[src/rtl/ahbl_excl_monitor.sv]
// AHB-Lite global exclusive monitor: one reservation slot per master ID, squashes
// failed exclusive stores towards the slave and completes them locally.
module ahbl_excl_slot #(
  parameter int W_KEY = 30
) (
  input  logic             clk,
  input  logic             rst,
  input  logic             set,
  input  logic             clr_sel,
  input  logic             clr_key,
  input  logic [W_KEY-1:0] dph_key,
  input  logic [W_KEY-1:0] cmp_key,
  output logic             valid,
  output logic             hit
);
  logic [W_KEY-1:0] key;

  always_ff @(posedge clk or posedge rst) begin
    if (rst) begin
      valid <= 1'b0;
      key   <= '0;
    end else if (set) begin
      valid <= 1'b1;
      key   <= dph_key;
    end else if (clr_sel || (clr_key && key == dph_key)) begin
      valid <= 1'b0;
    end
  end

  assign hit = valid && (key == cmp_key);
endmodule

module ahbl_excl_monitor #(
  parameter int N_MASTERS    = 2,
  parameter int W_ADDR       = 32,
  parameter int GRANULE_BITS = 2
) (
  input  logic                 clk,
  input  logic                 rst,
  input  logic                 src_hready,
  input  logic [1:0]           src_htrans,
  input  logic [W_ADDR-1:0]    src_haddr,
  input  logic                 src_hwrite,
  input  logic                 src_hexcl,
  input  logic [7:0]           src_hmaster,
  output logic                 src_hready_resp,
  output logic                 src_hresp,
  output logic                 src_hexokay,
  output logic [1:0]           dst_htrans,
  output logic                 dst_hready,
  input  logic                 dst_hready_resp,
  input  logic                 dst_hresp,
  output logic [N_MASTERS-1:0] res_valid
);
  localparam int W_KEY = W_ADDR - GRANULE_BITS;

  typedef struct packed {
    logic             valid;
    logic             excl;
    logic             write;
    logic             squash;
    logic [7:0]       id;
    logic [W_KEY-1:0] key;
  } dph_t;

  dph_t dph;
  logic [N_MASTERS-1:0] id_sel, dph_sel, slot_hit;
  logic [W_KEY-1:0]     key;
  logic accepted, hit, squash_a, dph_id_ok, done;
  logic upd_set, upd_clr_own, upd_clr_key;

  // One-hot selects double as the ID range check: an out-of-range ID selects nothing.
  assign accepted = src_hready && src_htrans[1];
  assign key      = src_haddr[W_ADDR-1:GRANULE_BITS];
  assign hit      = |(id_sel & slot_hit);
  assign squash_a = accepted && src_hexcl && src_hwrite && !hit;

  assign dst_htrans = squash_a ? 2'b00 : src_htrans;
  assign dst_hready = src_hready;

  always_ff @(posedge clk or posedge rst) begin
    if (rst)
      dph <= '0;
    else if (src_hready)
      dph <= '{valid: accepted, excl: src_hexcl, write: src_hwrite,
               squash: squash_a, id: src_hmaster, key: key};
  end

  assign dph_id_ok       = |dph_sel;
  assign src_hready_resp = dph.squash ? 1'b1 : dst_hready_resp;
  assign src_hresp       = dph.squash ? 1'b0 : dst_hresp;
  assign src_hexokay     = dph.valid && dph.excl && !dph.squash && dph_id_ok && !dst_hresp;

  // Completion is the last dphase cycle, so an ERROR is judged on its second beat.
  assign done        = dph.valid && src_hready_resp;
  assign upd_set     = done && dph.excl && !dph.write && !src_hresp;
  assign upd_clr_key = done && dph.write && (!dph.excl || src_hexokay);
  assign upd_clr_own = done && dph.write && dph.excl && !src_hexokay;

  for (genvar i = 0; i < N_MASTERS; i++) begin : g_slot
    assign id_sel[i]  = (src_hmaster == 8'(i));
    assign dph_sel[i] = (dph.id == 8'(i));

    ahbl_excl_slot #(.W_KEY(W_KEY)) u_slot (
      .clk     (clk),
      .rst     (rst),
      .set     (upd_set && dph_sel[i]),
      .clr_sel (upd_clr_own && dph_sel[i]),
      .clr_key (upd_clr_key),
      .dph_key (dph.key),
      .cmp_key (key),
      .valid   (res_valid[i]),
      .hit     (slot_hit[i])
    );
  end
endmodule

[config.mk]
export PLATFORM = sky130hd
export DESIGN_NAME = ahbl_excl_monitor
export DESIGN_NICKNAME = d
export VERILOG_FILES = /design/src/rtl/ahbl_excl_monitor.sv
export SDC_FILE = /design/constraint.sdc
export NUM_CORES = 1
export LEC_CHECK = 0
export BUFFER_PORTS_ARGS = -buffer_cell sky130_fd_sc_hd__buf_4
export CAP_MARGIN = 5
export CORE_MARGIN = 2
export CORE_UTILIZATION = 32
export CTS_CLUSTER_DIAMETER = 80
export DETAILED_ROUTE_END_ITERATION = 10
export PLACE_DENSITY_LB_ADDON = 0.3
export SLEW_MARGIN = 0
export SYNTH_ARGS = -nofsm -noshare
export SYNTH_HDL_FRONTEND = slang
export SYNTH_SLANG_ARGS = --single-unit
export TNS_END_PERCENT = 1
[constraint.sdc]
create_clock -name clk -period 8.55 [get_ports clk]
set_input_delay 1.71 -clock clk [delete_from_list [all_inputs] [get_ports clk]]
set_output_delay 1.71 -clock clk [all_outputs]
set_load 0.02 [all_outputs]
==> flow_summary_export.csv <==
group,metric,value,unit
outcome,status,"finished, final reports clean",
hold_path,hold_class,"flip-flop to flip-flop",
drt,routedWlPerCell,18.78,um
setup_path,worst-r2r-cell-count,6,
floorplanning,chipWidth,135.2,um
flow_run,maxCapViolCount,0,
timing,slew_viol_final,0,
finish,final_core_util,38.34,%
finish,final_common_cell,"xnor2_1",
finish,regArea,0.002603,mm^2
cts,cts-root-buf,"clkbuf_16",
cts,hold_buffers,0,
pwr,combPwrFrac,12.8,%
drt,drc,0,
grt,antenna_found_initial,0,
cts,clkTransAtPathRegs,0.07,ns
timing,tightest_slew,0.9206,ns
cts,htreeDepth,3,
setup_path,endpoint_kind,"primary output",
setup_path,start_kind,"input pin",
yosys,ys_ff_latch,104,
timing,fmax,191.5,MHz
pwr,netSwitchingFraction,25.39,%
yosys,synthesis.area,0.005507,mm^2
timing,rsz0062_at_grt,"false",
setup_path,critPathKind,"input pin to primary output",
floorplanning,dieArea,0.01827,mm^2
pwr,p_int,802.2,uW
cts,cts_buffers,9,
timing,hold_viol,0,
setup_path,critPathMaxFanout,3,
yosys,synth.avg_cell_area,12.93,um^2
drt,dr.pass1.iters,4,
grt,grt_pass1_wl,20540,um
yosys,async_flop_share,100.0,%
cts,cts_setup_buffers,0,
floorplanning,rows,47,
setup_path,r2r_slack,6.35,ns
drt,route.vias.total,3377,
cts,cts_sinks,104,
timing,min_period_over_period,61.07,%
yosys,synth-edff-count,0,
floorplanning,ios,57,
pwr,p_seq_share,50.9,%
cts,clk_path_buf_depth,2,
timing,setup_viol,0,
setup_path,timing.rr.start,"dph[33]",
setup_path,required,6.84,ns
drt,routed_wl,13240,um
cts,ctsResizeCount,0,
finish,nets,529,
pwr,pwr-share-clk,36.3,%
finish,area_growth,16.27,%
place,gp_congestion,0.8241,
place,port_buffers,54,
finish,final_cell_mix,"116 x xnor2_1, 104 x dfrtp_1, 70 x mux2_2",
yosys,ys_seq_area_share,47.26,%
drt,antenna_left,0,
cts,worstSkewPairLatency,0.35,ns
finish,n_antenna_cell,0,
yosys,syn_inst,426,
setup_path,r2r_end,"g_slot[1].u_slot.key[4]",
timing,fin_setup_tns,0,ns
pwr,p_per_area,167.9,mW/mm^2
finish,multi_input_area,0.002801,mm^2
timing,finClkSkew,0.006441,ns
setup_path,setup.worst_path.end,"dst_htrans[0]",
setup_path,startpoint,"src_haddr[29]",
yosys,syn-num-nets,475,
yosys,yosysWarnings,0,
timing,relSlewSlack,38.63,%
place,dpl.hpwl,9558,um
timing,post-route-min-period,5.221,ns
grt,track_usage,15.11,%
finish,drive_gt1_share,36.29,%
pwr,netSwitchingPower,273.0,uW
pwr,p_leak,2.698,nW
yosys,ys_types,34,
floorplanning,die_y,135.2,um
grt,grt_overflow_total,0,
drt,vias_per_cell,4.790,
grt,grt_pass1_vias,3560,
drt,drt_iter0_drc,148,
yosys,ys.flop_type,"dfrtp_1",
setup_path,critical_path_arrival,3.51,ns
cts,tritoncts,"yes",
floorplanning,core,0.01670,mm^2
hold_path,worst_hold_path.num_cells,1,
pwr,peakVddDrop,0.09543,mV
floorplanning,start_util,32.97,%
grt,grt_max_degree,72,
finish,nFillCells,1654,
power groups by stage:
stage	logic [mW]	clock network, mW	registers, mW
after floorplan	0.0881	0	0.549
after global placement	0.138	0	0.554
after detailed placement	0.139	0	0.557
after CTS	0.140	0.405	0.547
after global routing	0.150	0.420	0.552
final	0.137	0.391	0.547
area by class of cell:
| type | count | area share [%] |
|---|---|---|
| Multi-Input combinational cell | 304 | 43.76 |
| Clock inverter | 2 | 0.2150 |
| Tap cell | 220 | 4.299 |
| Inverter | 4 | 0.2736 |
| Sequential cell | 104 | 40.65 |
| Clock buffer | 14 | 4.124 |
| Timing Repair Buffer | 57 | 6.684 |
cell usage after synthesis, types with 2 or more instances:
| library cell | number | area (um^2) |
|---|---|---|
| dfrtp_1 | 104 | 2603 |
| buf_4 | 3 | 22.52 |
| mux2_2 | 70 | 788.3 |
| nand2_1 | 9 | 33.78 |
| nor3_1 | 4 | 20.02 |
| o21ai_0 | 3 | 15.01 |
| mux2_4 | 29 | 435.4 |
| buf_2 | 3 | 15.01 |
| and3_1 | 2 | 12.51 |
| o41ai_1 | 2 | 17.52 |
| xnor2_1 | 116 | 1016 |
| nor4_1 | 9 | 56.30 |
| xor2_1 | 4 | 35.03 |
| buf_6 | 3 | 33.78 |
| nor2_1 | 4 | 15.01 |
| clkbuf_1 | 2 | 7.510 |
| nand3_1 | 5 | 25.02 |
| inv_1 | 4 | 15.01 |
| nand4_1 | 33 | 206.5 |
| buf_1 | 3 | 11.26 |
worst min-delay path by stage:
stage | start | endpoint | slack (ns)
after floorplan | dph[31] | dph[31] | 0.48
after global placement | dph[31] | dph[31] | 0.49
after detailed placement | dph[32] | dph[32] | 0.50
after CTS | dph[32] | dph[32] | 0.52
after global routing | dph[32] | dph[32] | 0.54
final | dph[32] | dph[32] | 0.51
metal layers:
layer	vias up	track usage [%]	part of all wire, %
met5	-	0	0
met3	9	3.367	4.8
met4	0	3.993	1.1
li1	1612	-	-
met2	74	23.72	46
met1	1682	21.17	48
metrics by stage:
| step | cell area [um^2] | worst slack, ns | hold WS, ns | power, mW | instances |
|---|---|---|---|---|---|
| 2_1_floorplan | 5507 | 4.056 | 0.4814 | 0.6374 | 426 |
| 3_3_place_gp | 6125 | 3.324 | 0.4925 | 0.6922 | 689 |
| 3_5_place_dp | 6125 | 3.286 | 0.5019 | 0.6956 | 689 |
| 4_1_cts | 6402 | 3.284 | 0.5172 | 1.092 | 705 |
| 5_1_grt | 6402 | 3.067 | 0.5394 | 1.121 | 705 |
| 6_report | 6402 | 3.329 | 0.5127 | 1.075 | 705 |
sequential cells by signal (all words and copies together) (netlist names):
signal and flops:
dph 42, g_slot.u_slot.key 60, g_slot.u_slot.valid 2
critical path, cell delays in order:
cell and delay, ns:
buf_4 0.12, xnor2_1 0.30, nand4_1 0.17, nor4_1 0.74, nand4_1 0.18, nand3_1 0.14
buf_4 0.14
cell families after synthesis:
kind of cell | Yosys count | share of synthesized area (%)
AOI/OAI and AO/OA | 8 | 0.9316
xor gates and xnor gates | 120 | 19.09
buffers and inverters | 18 | 1.908
DFF | 104 | 47.26
muxes | 99 | 22.22
and+or+nand+nor | 77 | 8.589
No activity file was read; power rests on OpenSTA's default activity.
